`src/rtl/query_bitserial_buffer.sv`:
```
// Double-buffered query-point store: loads points into a shadow bank and replays
// the active bank as a bit-plane-interleaved stream, NUM_Q bits per beat.
//
// state    | meaning
// ---------+--------------------------------------------------
// S_IDLE   | no pass in flight, stream outputs held at zero
// S_STREAM | emitting one beat per cycle from the active bank
module query_bitserial_buffer #(
   parameter int DIMS      = 3,
   parameter int BIT_WIDTH = 16,
   parameter int MEM_WIDTH = 64,
   parameter int NUM_Q     = 1,
   parameter int MSB_FIRST = 1,
   localparam int L        = DIMS * BIT_WIDTH,
   localparam int DW       = (DIMS > 1) ? $clog2(DIMS) : 1,
   localparam int PW       = (BIT_WIDTH > 1) ? $clog2(BIT_WIDTH) : 1
) (
   input  logic                 clk,
   input  logic                 rst,
   input  logic                 load_valid,
   input  logic [MEM_WIDTH-1:0] load_data,
   output logic                 load_ready,
   input  logic                 swap,
   input  logic                 stream_start,
   input  logic                 abort,
   output logic [NUM_Q-1:0]     q_bit,
   output logic                 q_bit_valid,
   output logic [DW-1:0]        q_dim,
   output logic [PW-1:0]        q_plane,
   output logic                 q_first,
   output logic                 q_last,
   output logic                 active_valid,
   output logic                 shadow_full,
   output logic                 swap_pending
);

   localparam int IW = (L > 1) ? $clog2(L) : 1;
   localparam int SW = $clog2(NUM_Q + 1);
   localparam logic [DW-1:0] DIM_LAST    = DW'(DIMS - 1);
   localparam logic [PW-1:0] PLANE_FIRST = (MSB_FIRST != 0) ? PW'(BIT_WIDTH - 1) : '0;
   localparam logic [PW-1:0] PLANE_LAST  = (MSB_FIRST != 0) ? '0 : PW'(BIT_WIDTH - 1);

   typedef enum logic {S_IDLE, S_STREAM} state_t;

   state_t            state, state_n;
   logic [L-1:0]      bank [2][NUM_Q];
   logic              bsel, bsel_n;
   logic [SW-1:0]     slot_ctr;
   logic              load_acc, at_boundary, swap_exec, start_ok;
   logic              valid_n, first_n, last_n;
   logic [DW-1:0]     dim_n;
   logic [PW-1:0]     plane_n;
   logic [IW-1:0]     bit_idx;
   logic [NUM_Q-1:0]  bit_n;

   generate
      if (MEM_WIDTH > L) begin : g_hi
         logic unused_hi;
         assign unused_hi = ^load_data[MEM_WIDTH-1:L];
      end
   endgenerate

   assign load_ready  = !shadow_full;
   assign load_acc    = load_valid && !shadow_full;
   // A pass boundary is an idle cycle or a clean q_last; the raw swap input
   // counts alongside the latched request so swap+start lands on the new bank.
   assign at_boundary = !q_bit_valid || (q_last && !abort);
   assign swap_exec   = (swap || swap_pending) && shadow_full && at_boundary;
   assign start_ok    = stream_start && !abort && at_boundary && (active_valid || swap_exec);
   assign bsel_n      = swap_exec ? !bsel : bsel;

   always_comb begin
      state_n = state;
      valid_n = 1'b0;
      first_n = 1'b0;
      last_n  = 1'b0;
      dim_n   = '0;
      plane_n = '0;
      if (abort) begin
         state_n = S_IDLE;
      end else if (start_ok) begin
         state_n = S_STREAM;
         valid_n = 1'b1;
         first_n = 1'b1;
         plane_n = PLANE_FIRST;
         last_n  = (L == 1);
      end else if (state == S_STREAM && !q_last) begin
         valid_n = 1'b1;
         if (q_dim == DIM_LAST) begin
            dim_n   = '0;
            plane_n = (MSB_FIRST != 0) ? q_plane - PW'(1) : q_plane + PW'(1);
         end else begin
            dim_n   = q_dim + DW'(1);
            plane_n = q_plane;
         end
         last_n = (dim_n == DIM_LAST) && (plane_n == PLANE_LAST);
      end else begin
         state_n = S_IDLE;
      end

      bit_idx = IW'(dim_n) * IW'(BIT_WIDTH) + IW'(plane_n);
      for (int i = 0; i < NUM_Q; i++) begin
         bit_n[i] = valid_n ? bank[bsel_n][i][bit_idx] : 1'b0;
      end
   end

   always_ff @(posedge clk) begin
      if (rst) begin
         state        <= S_IDLE;
         bsel         <= 1'b0;
         slot_ctr     <= '0;
         active_valid <= 1'b0;
         shadow_full  <= 1'b0;
         swap_pending <= 1'b0;
         q_bit        <= '0;
         q_bit_valid  <= 1'b0;
         q_dim        <= '0;
         q_plane      <= '0;
         q_first      <= 1'b0;
         q_last       <= 1'b0;
         for (int b = 0; b < 2; b++) begin
            for (int i = 0; i < NUM_Q; i++) begin
               bank[b][i] <= '0;
            end
         end
      end else begin
         state       <= state_n;
         bsel        <= bsel_n;
         q_bit       <= bit_n;
         q_bit_valid <= valid_n;
         q_dim       <= dim_n;
         q_plane     <= plane_n;
         q_first     <= first_n;
         q_last      <= last_n;
         if (swap_exec) begin
            active_valid <= 1'b1;
            swap_pending <= 1'b0;
            shadow_full  <= 1'b0;
            slot_ctr     <= '0;
         end else begin
            if (swap) swap_pending <= 1'b1;
            if (load_acc) begin
               for (int i = 0; i < NUM_Q; i++) begin
                  if (slot_ctr == SW'(i)) bank[!bsel][i] <= load_data[L-1:0];
               end
               slot_ctr <= slot_ctr + SW'(1);
               if (slot_ctr == SW'(NUM_Q - 1)) shadow_full <= 1'b1;
            end
         end
      end
   end

endmodule

```
`config.mk`:
```
export PLATFORM = sky130hd
export DESIGN_NAME = query_bitserial_buffer
export DESIGN_NICKNAME = d
export VERILOG_FILES = /design/src/rtl/query_bitserial_buffer.sv
export SDC_FILE = /design/constraint.sdc
export NUM_CORES = 1
export LEC_CHECK = 0
export CORE_MARGIN = 2
export CORE_UTILIZATION = 50
export CTS_BUF_LIST = sky130_fd_sc_hd__clkbuf_8
export CTS_CLUSTER_DIAMETER = 120
export CTS_CLUSTER_SIZE = 25
export DETAILED_ROUTE_END_ITERATION = 10
export PLACE_DENSITY_LB_ADDON = 0.12
export SETUP_SLACK_MARGIN = 0.1
export SYNTH_ARGS = -nofsm -noshare
export SYNTH_HDL_FRONTEND = slang
export SYNTH_SLANG_ARGS = --single-unit
export TNS_END_PERCENT = 100
```
`constraint.sdc`:
```
create_clock -name clk -period 3.5 [get_ports clk]
set_input_delay 0.525 -clock clk [delete_from_list [all_inputs] [get_ports clk]]
set_output_delay 0.525 -clock clk [all_outputs]
set_load 0.01 [all_outputs]
```
After elaboration in Yosys (flattened, before gate mapping)
Memory sizes are Yosys's and may differ from the RTL's.
Cells that the tools add are included.

storage, ports and cells
  bits in latches = 0
  memories kept = 1
  output and inout port bits = 14
  bits in registers = 16
  word-level logic and storage cells = 81
  memory bits (read-only) = 0
  RAM bits = 96

memories
  memory  depth  bits a word  read ports  clocked after Yosys merged registers in  wr ports  line  text
  bank    2      48           1           0                                        2         46    logic [L-1:0] bank [2][NUM_Q];

cells by class
  order comparisons = 1
  equality and inequality tests = 3
  div/mod/pow operators = 0
  reductions and logical operators = 24
  bitwise gates (word level) = 3
  add/sub/neg operators = 4
  multiplexer cells = 33
  multiply operators = 0
  shift-type cells = 0

operators with widths
  kind                   number
  $mux W48               1
  $reduce_or A48 Y1      1
  $mux W4                7
  $mux W1                17
  $mux W2                7
  $logic_and A1 B1 Y1    9
  $lt A6 B7 Y1 const B   1
  $add A6 B4 Y6          1
  $bmux W1 S6            1
  $reduce_or A2 Y1       3
  $logic_not A1 Y1       5
  $eq A2 B2 Y1 const B   2
  $logic_not A4 Y1       1
  $reduce_or A4 Y1       1
  $sub A4 B1 Y4 const B  1
  $logic_or A1 B1 Y1     3
  $not A1 Y1             3
  $add A2 B1 Y2 const B  1
  $ne A2 B2 Y1 const B   1
  $reduce_and A2 Y1      1
  $add A1 B1 Y1 const B  1

Logic depth before layout (Yosys ltp)
Gate-level depths: netlist of run 1.

  depth after elaboration = 14
  mapped depth = 12
  gate-level depth less buffers = 10

Worst setup path after synthesis of run 1
No wires, ideal clock.

  path kind = input -> register
  start point = input port swap
  end point = register q_bit
  stages = 10
  required time = 3,362 ps
  setup time = 138 ps
  setup slack = 862 ps
  arrival time = 2,500 ps
  cells stage by stage = nor2_2 > nor2_1 > o2111a_1 > a31o_1 > buf_2 > buf_4 > a2111oi_0 > nor4_1 > a2111oi_0 > o22ai_1

on the way
  cells in the longest elaborated chain, start to end = 10
  elaborated cells between the ends (all ways) = 18

ends and longest elaborated chain
  what                                       line  text
  start, declared                            23    input logic swap,
  $logic_or A1 B1 Y1 (*)                     68    assign swap_exec = (swap || swap_pending) && shadow_full && at_boundary;
  $logic_and A1 B1 Y1 (*) (2 in series)      68
  $logic_or A1 B1 Y1                         69    assign start_ok = stream_start && !abort && at_boundary && (active_valid || swap_exec);
  $logic_and A1 B1 Y1                        69
  $mux W4 / $mux W2 (equally long branches)  81    end else if (start_ok) begin
  $mux W4 / $mux W2 (equally long branches)  79    if (abort) begin
  $add A6 B4 Y6                              101   bit_idx = IW'(dim_n) * IW'(BIT_WIDTH) + IW'(plane_n);
  $bmux W1 S6                                103   bit_n[i] = valid_n ? bank[bsel_n][i][bit_idx] : 1'b0;
  $mux W1 (not written as such)              103
  end signal, assigned                       129   q_bit <= bit_n;
  end, declared                              26    output logic [NUM_Q-1:0] q_bit,

Every way passes the cells marked *; elsewhere a longest branch is shown, timed or not. The select of a mux whose other input is x is not followed.
A chain may end at the register's enable or synchronous reset.

Worst setup path in the final report of run 1
Same ends and word-level chain as after synthesis.

==> results of run 1 <==
[metal layers]
layer / up-vias / global-route usage / routed length [µm]
li1: 1637 / - / -
met5: - / 0 / 0
met1: 1665 / 0.254 / 4650
met4: 0 / 0.0714 / 174
met2: 82 / 0.323 / 5200
met3: 16 / 0.0304 / 460
[Yosys cell counts, types with 2 or more instances]
cell       number  area (µm²)
and2_1         96         601
edfxtp_1       96        2880
mux2i_1        29         290
a211oi_1       23         173
dfxtp_1        16         320
nor2_1         16        60.1
nor2b_1        16         100
clkbuf_1       13        48.8
nand3_1         7        35.0
a21oi_1         6        30.0
buf_2           5        25.0
inv_1           5        18.8
nand2b_1        5        31.3
nor3_1          5        25.0
buf_6           4        45.0
mux4_2          4        90.1
nor4_1          4        25.0
o21a_1          4        30.0
o21ai_0         4        20.0
xnor2_1         4        35.0
a2111oi_0       3        26.3
o211ai_1        3        22.5
or4_1           3        22.5
a21boi_0        2        15.0
mux2_2          2        22.5
nand2_1         2        7.51
nand4_1         2        12.5
o21ai_1         2        10.0
o41ai_1         2        17.5
or2_2           2        12.5
[state kept, by name (all words and copies together), names as in the netlist]
name          cells
active_valid      1
bank             96
bsel              1
q_bit             1
q_bit_valid       1
q_dim             2
q_first           1
q_last            1
q_plane           4
shadow_full       1
slot_ctr          1
state             1
swap_pending      1
[final cells by class]
cell class | instances | area share
Clock buffer | 9 | 0.0196
Clock inverter | 7 | 0.00751
Inverter | 5 | 0.00296
Multi-Input combinational cell | 265 | 0.305
Sequential cell | 112 | 0.506
Tap cell | 136 | 0.0269
Timing Repair Buffer | 86 | 0.132
[power by group]
group / switching, mW / internal [mW] / total [mW]
logic: 0.231 / 0.221 / 0.452
registers: 0.0275 / 1.55 / 1.57
clock network: 0.435 / 0.260 / 0.695
[logic make-up after synthesis]
family          Yosys count  share of synthesized area
fa+ha+maj                 1                    0.00238
buf+inv                  28                     0.0276
flops                   112                      0.609
xor+xnor                  5                    0.00832
compound gates           59                     0.0863
mux                      36                     0.0794
simple gates            164                      0.187
[metrics by stage]
| stage | utilization | total power, mW | setup slack [ns] | cell area [µm²] |
|---|---|---|---|---|
| 3_3_place_gp | 0.600 | 2.05 | 0.127 | 6160 |
| 2_1_floorplan | - | 1.88 | 0.862 | 5260 |
| 3_5_place_dp | 0.600 | 2.06 | 0.101 | 6160 |
| 6_report | 0.616 | 2.72 | 0.395 | 6330 |
| 5_1_grt | 0.616 | 2.83 | 0.238 | 6330 |
| 4_1_cts | 0.616 | 2.74 | 0.409 | 6330 |
[critical path, delay by kind of cell]
| kind | cells | cell delay (ns) |
|---|---|---|
| AO/OA/AOI/OAI | 6 | 1.91 |
| buffers and inverters | 2 | 0.61 |
| AND/OR/NAND/NOR | 2 | 0.28 |
[how the worst max path moves through the flow]
| stage | start | to | depth (start not counted) |
|---|---|---|---|
| 6_report | swap | q_bit$_SDFF_PP0_ | 10 |
| 2_1_floorplan | swap | q_bit$_SDFF_PP0_ | 10 |
| 5_1_grt | swap | q_bit$_SDFF_PP0_ | 10 |
| 3_3_place_gp | abort | q_bit$_SDFF_PP0_ | 12 |
| 3_5_place_dp | abort | q_bit$_SDFF_PP0_ | 11 |
| 4_1_cts | swap | q_bit$_SDFF_PP0_ | 10 |
==> results.yml, run 1 <==
timing:
  setup_violations: 0
  tightest_slew_ns: 0.650
  drv_slew: 0
  clock_skew_ns: 0.00807
  rsz0062_at_grt: "false"
  hold_viol: 0
  relSlewSlack: 0.566
  fmax_ghz: 0.322
  finalCritPeriodShare: 0.887
  whs_ns: 0.536
  layout_min_cycle_time_ns: 3.10
  finalSetupTns_ns: 0
cts:
  cts_setup_buffers: 0
  cts_root_buffer: "clkbuf_8"
  clock-sinks: 112
  cts_buffers: 9
  clk_pin_slew_ns: 0.10
  hold_buffers: 0
  cts_buffer_depth: 2
  clk_latency_ns: 0.37
  htree_levels: 3
  cts_tree: "yes"
  cts_resized: 0
floorplanning:
  rows: 37
  die_w_um: 107
  core_um2: 10300
  ios: 84
  fp.dieArea_um2: 11400
  start_util: 0.512
  die_h_um: 107
layout:
  drive_gt1_frac: 0.105
  regArea_um2: 3200
  stdcell_count: 620
  multi_input_comb_area_um2: 1930
  fin_nets: 550
  fillers: 844
  syn2layout_area_growth_pct: 20.4
  final_cell_mix: "and2_1, edfxtp_1, clkdlybuf4s50_1"
  antenna_cells: 0
detailed_routing:
  ant_nets: 0
  drc: 0
  dr.pass1.iters: 4
  detail_route.wl_per_cell_um: 16.9
  vias: 3400
  vias_per_cell: 5.48
  drt_iter0_drc: 175
  wl_mm: 10.5
synthesis:
  synth.cell_area_um2: 5260
  ys_types: 50
  ys_warn_count: 0
  avgSynthCellArea_um2: 13.0
  synth-edff-count: 96
  ys_seq_elements: 112
  syn-num-nets: 476
  ys_seq_area_frac: 0.609
  ys_async_sr_fraction: 0
  synth_flop_cell: "edfxtp_1"
  synthCells: 405
min_path:
  hold_class: "reg -> reg"
  worstHoldEndpoint: "active_valid$_SDFFE_PP0P_"
  hold_depth: 2
  hold_start: "active_valid$_SDFFE_PP0P_"
placement:
  port_buffers: 67
  dp_hpwl_mm: 6.98
  place.gp.congestion: 0.896
  place_inst: 604
global_route:
  antenna_found_initial: 0
  gr-total-overflow: 0
  grt_pass1_vias: 3429
  track_usage: 0.193
  grt_max_degree: 49
  grt_pass1_wl_mm: 16.8
worst_setup_path:
  cp-end-kind: "flip-flop"
  slowest_stage: "a2111oi_0"
  path_cells: "clkdlybuf4s50_1 > nor2_2 > nor2_1 > o2111a_1 > a31o_1 > buf_4 > a2111oi_0 > o41ai_1 > a2111oi_0 > o22ai_1"
  worstReg2RegEnd: "q_bit$_SDFF_PP0_"
  worstSetupStartpointType: "input port"
  cpPeakStageDelay_ns: 0.53
  r2r_cells: 9
  r2r_slack_ns: 0.58
  arrival_ns: 3.34
  worstSetupPathType: "in -> reg"
  path_common_cell: "a2111oi_0"
  r2r_start: "shadow_full$_SDFFE_PP0P_"
  critPathRequiredTime_ns: 3.73
  worstPathMaxFanout: 7
power:
  p_leak_nw: 2.34
  power.density_nw_per_um2: 429
  ir_drop_uv: 299
job:
  maxCapViolations: 0
status:
  status: "finished clean"
No activity file was read; power rests on OpenSTA's default activity.
==> inputs of run 2 (changes only) <==
- ABC_AREA: not set -> 0
- CTS_CLUSTER_SIZE: 25 -> 30
- SLEW_MARGIN: not set -> 20
==> results of run 2 <==
The final DEF is identical to that of run 1; final timing and power are the same.
==> inputs of run 3 (changes only) <==
- CELL_PAD_IN_SITES_DETAIL_PLACEMENT: not set -> 1
- CELL_PAD_IN_SITES_GLOBAL_PLACEMENT: not set -> 2
- CORE_UTILIZATION: 50 -> 38
- GPL_ROUTABILITY_DRIVEN: not set -> 0
- SLEW_MARGIN: 20 -> 25
==> run 3 against run 2 <==
  * Sequential power hardly changed
  * Routed wire length is 11% higher
  * Fmax is 1.4% higher
  * Critical path depth stayed put
  * Combinational power is 2% higher
  * Via count is 0.44% lower
  * Cell count is 6.5% higher
  * Clock skew is 0.0055 ns higher
  * Largest cell class unchanged
==> results.yml, run 3 (synthesized netlist as in run 1, its figures left out) <==
layout:
  antenna_cells: 0
  fin_nets: 550
  top_register: "bank"
  syn2layout_area_growth_pct: 22.3
  reg.largest.list: "bank: 96 flops, q_plane: 4 flops, q_dim: 2 flops"
  largest_register_ffs: 96
  final_cell_mix: "and2_1, edfxtp_1, clkdlybuf4s50_1"
  fillers: 1403
  design_area_um2: 6440
  stdcell_count: 660
  drive_gt1_frac: 0.105
power:
  power.density_nw_per_um2: 445
  p_comb_frac: 0.161
  ir_drop_uv: 211
  p_seq_frac: 0.549
  power.switching_uw: 696
  swShare: 0.243
  total_power_mw: 2.86
  p_leak_nw: 2.36
  pwr-share-clk: 0.290
  p_int_mw: 2.17
timing:
  relSlewSlack: 0.537
  finalCritPeriodShare: 0.875
  fmax_ghz: 0.327
  setup_violations: 0
  drv_slew: 0
  clock_skew_ns: 0.0136
  hold_viol: 0
  layout_min_cycle_time_ns: 3.06
  tightest_slew_ns: 0.690
  finalSetupTns_ns: 0
  rsz0062_at_grt: "false"
  whs_ns: 0.547
floorplanning:
  rows: 42
  ios: 84
  die_w_um: 122
  core_um2: 13400
  die_h_um: 122
  start_util: 0.393
  fp.dieArea_um2: 14800
cts:
  cts_root_buffer: "clkbuf_8"
  cts_setup_buffers: 0
  clk_latency_ns: 0.38
  clock-sinks: 112
  cts_buffers: 9
  cts_resized: 0
  hold_buffers: 0
  htree_levels: 3
  cts_tree: "yes"
  cts_buffer_depth: 2
  clk_pin_slew_ns: 0.11
min_path:
  hold_class: "reg -> reg"
global_route:
  grt_pass1_wl_mm: 18.8
  grt_max_degree: 49
  gr-total-overflow: 0
  track_usage: 0.169
  antenna_found_initial: 0
  grt_pass1_vias: 3548
detailed_routing:
  detail_route.wl_per_cell_um: 17.6
  vias: 3385
  dr.pass1.iters: 4
  wl_met2_mm: 5.78
  routed.top_layer: "met4"
  route.met3.wl_um: 350
  ant_nets: 0
  wl_mm: 11.6
  drt_iter0_drc: 118
  vias_per_cell: 5.13
  drc: 0
  m1WireLength_mm: 5.29
placement:
  placed_cell_area_um2: 6230
  port_buffers: 67
  dp_hpwl_mm: 8.00
  place_inst: 644
worst_setup_path:
  cp-end-kind: "flip-flop"
  worstSetupStartpointType: "input port"
  worstSetupPathType: "in -> reg"
  critPathRequiredTime_ns: 3.75
  arrival_ns: 3.32
  worstPathMaxFanout: 17
status:
  status: "finished clean"
job:
  maxCapViolations: 0
run 3: worst paths after layout:
check	from	to	cells past startpoint	slack [ns]
max	swap	q_bit$_SDFF_PP0_	10	0.44
min reg2reg	state$_SDFFE_PP0P_	state$_SDFFE_PP0P_	2	0.55
min	state$_SDFFE_PP0P_	state$_SDFFE_PP0P_	2	0.55
max reg2reg	q_dim[1]$_SDFF_PP0_	q_bit$_SDFF_PP0_	9	0.61
run 3: through the flow:
stage               utilization  worst slack (ns)
CTS                       0.480             0.418
global placement          0.465             0.104
global route              0.480             0.310
floorplan                     -             0.862
detailed placement        0.465          -0.00676
finish                    0.480             0.439
run 3: final cells by class:
type | count | area, µm² | area share
sequential | 112 | 3200 | 0.498
multi-input combinational | 265 | 1930 | 0.300
timing repair buffer | 86 | 851 | 0.132
clock buffer | 9 | 124 | 0.0192
tap | 176 | 220 | 0.0342
inverter | 5 | 18.8 | 0.00292
clock inverter | 7 | 86.3 | 0.0134
run 3: power groups by stage:
stage               clock [mW]  sequential (mW)  combinational [mW]
finish                   0.830             1.57               0.460
global route             0.890             1.58               0.510
global placement             0             1.60               0.465
floorplan                    0             1.60               0.285
CTS                      0.853             1.58               0.473
detailed placement           0             1.61               0.470
run 3: critical path, cell delays in order:
cell             delay [ns]
clkdlybuf4s50_1        0.43
nor2_2                 0.21
nor2_1                 0.11
o2111a_1               0.27
a31o_1                 0.26
buf_4                  0.23
a2111oi_0              0.45
o41ai_1                0.12
a2111oi_0              0.56
o22ai_1                0.16
run 3: routing by layer:
metal / vias up / global-route usage
li1: 1637 / -
met1: 1682 / 0.216
met2: 53 / 0.289
met3: 13 / 0.0253
met4: 0 / 0.0654
met5: - / 0
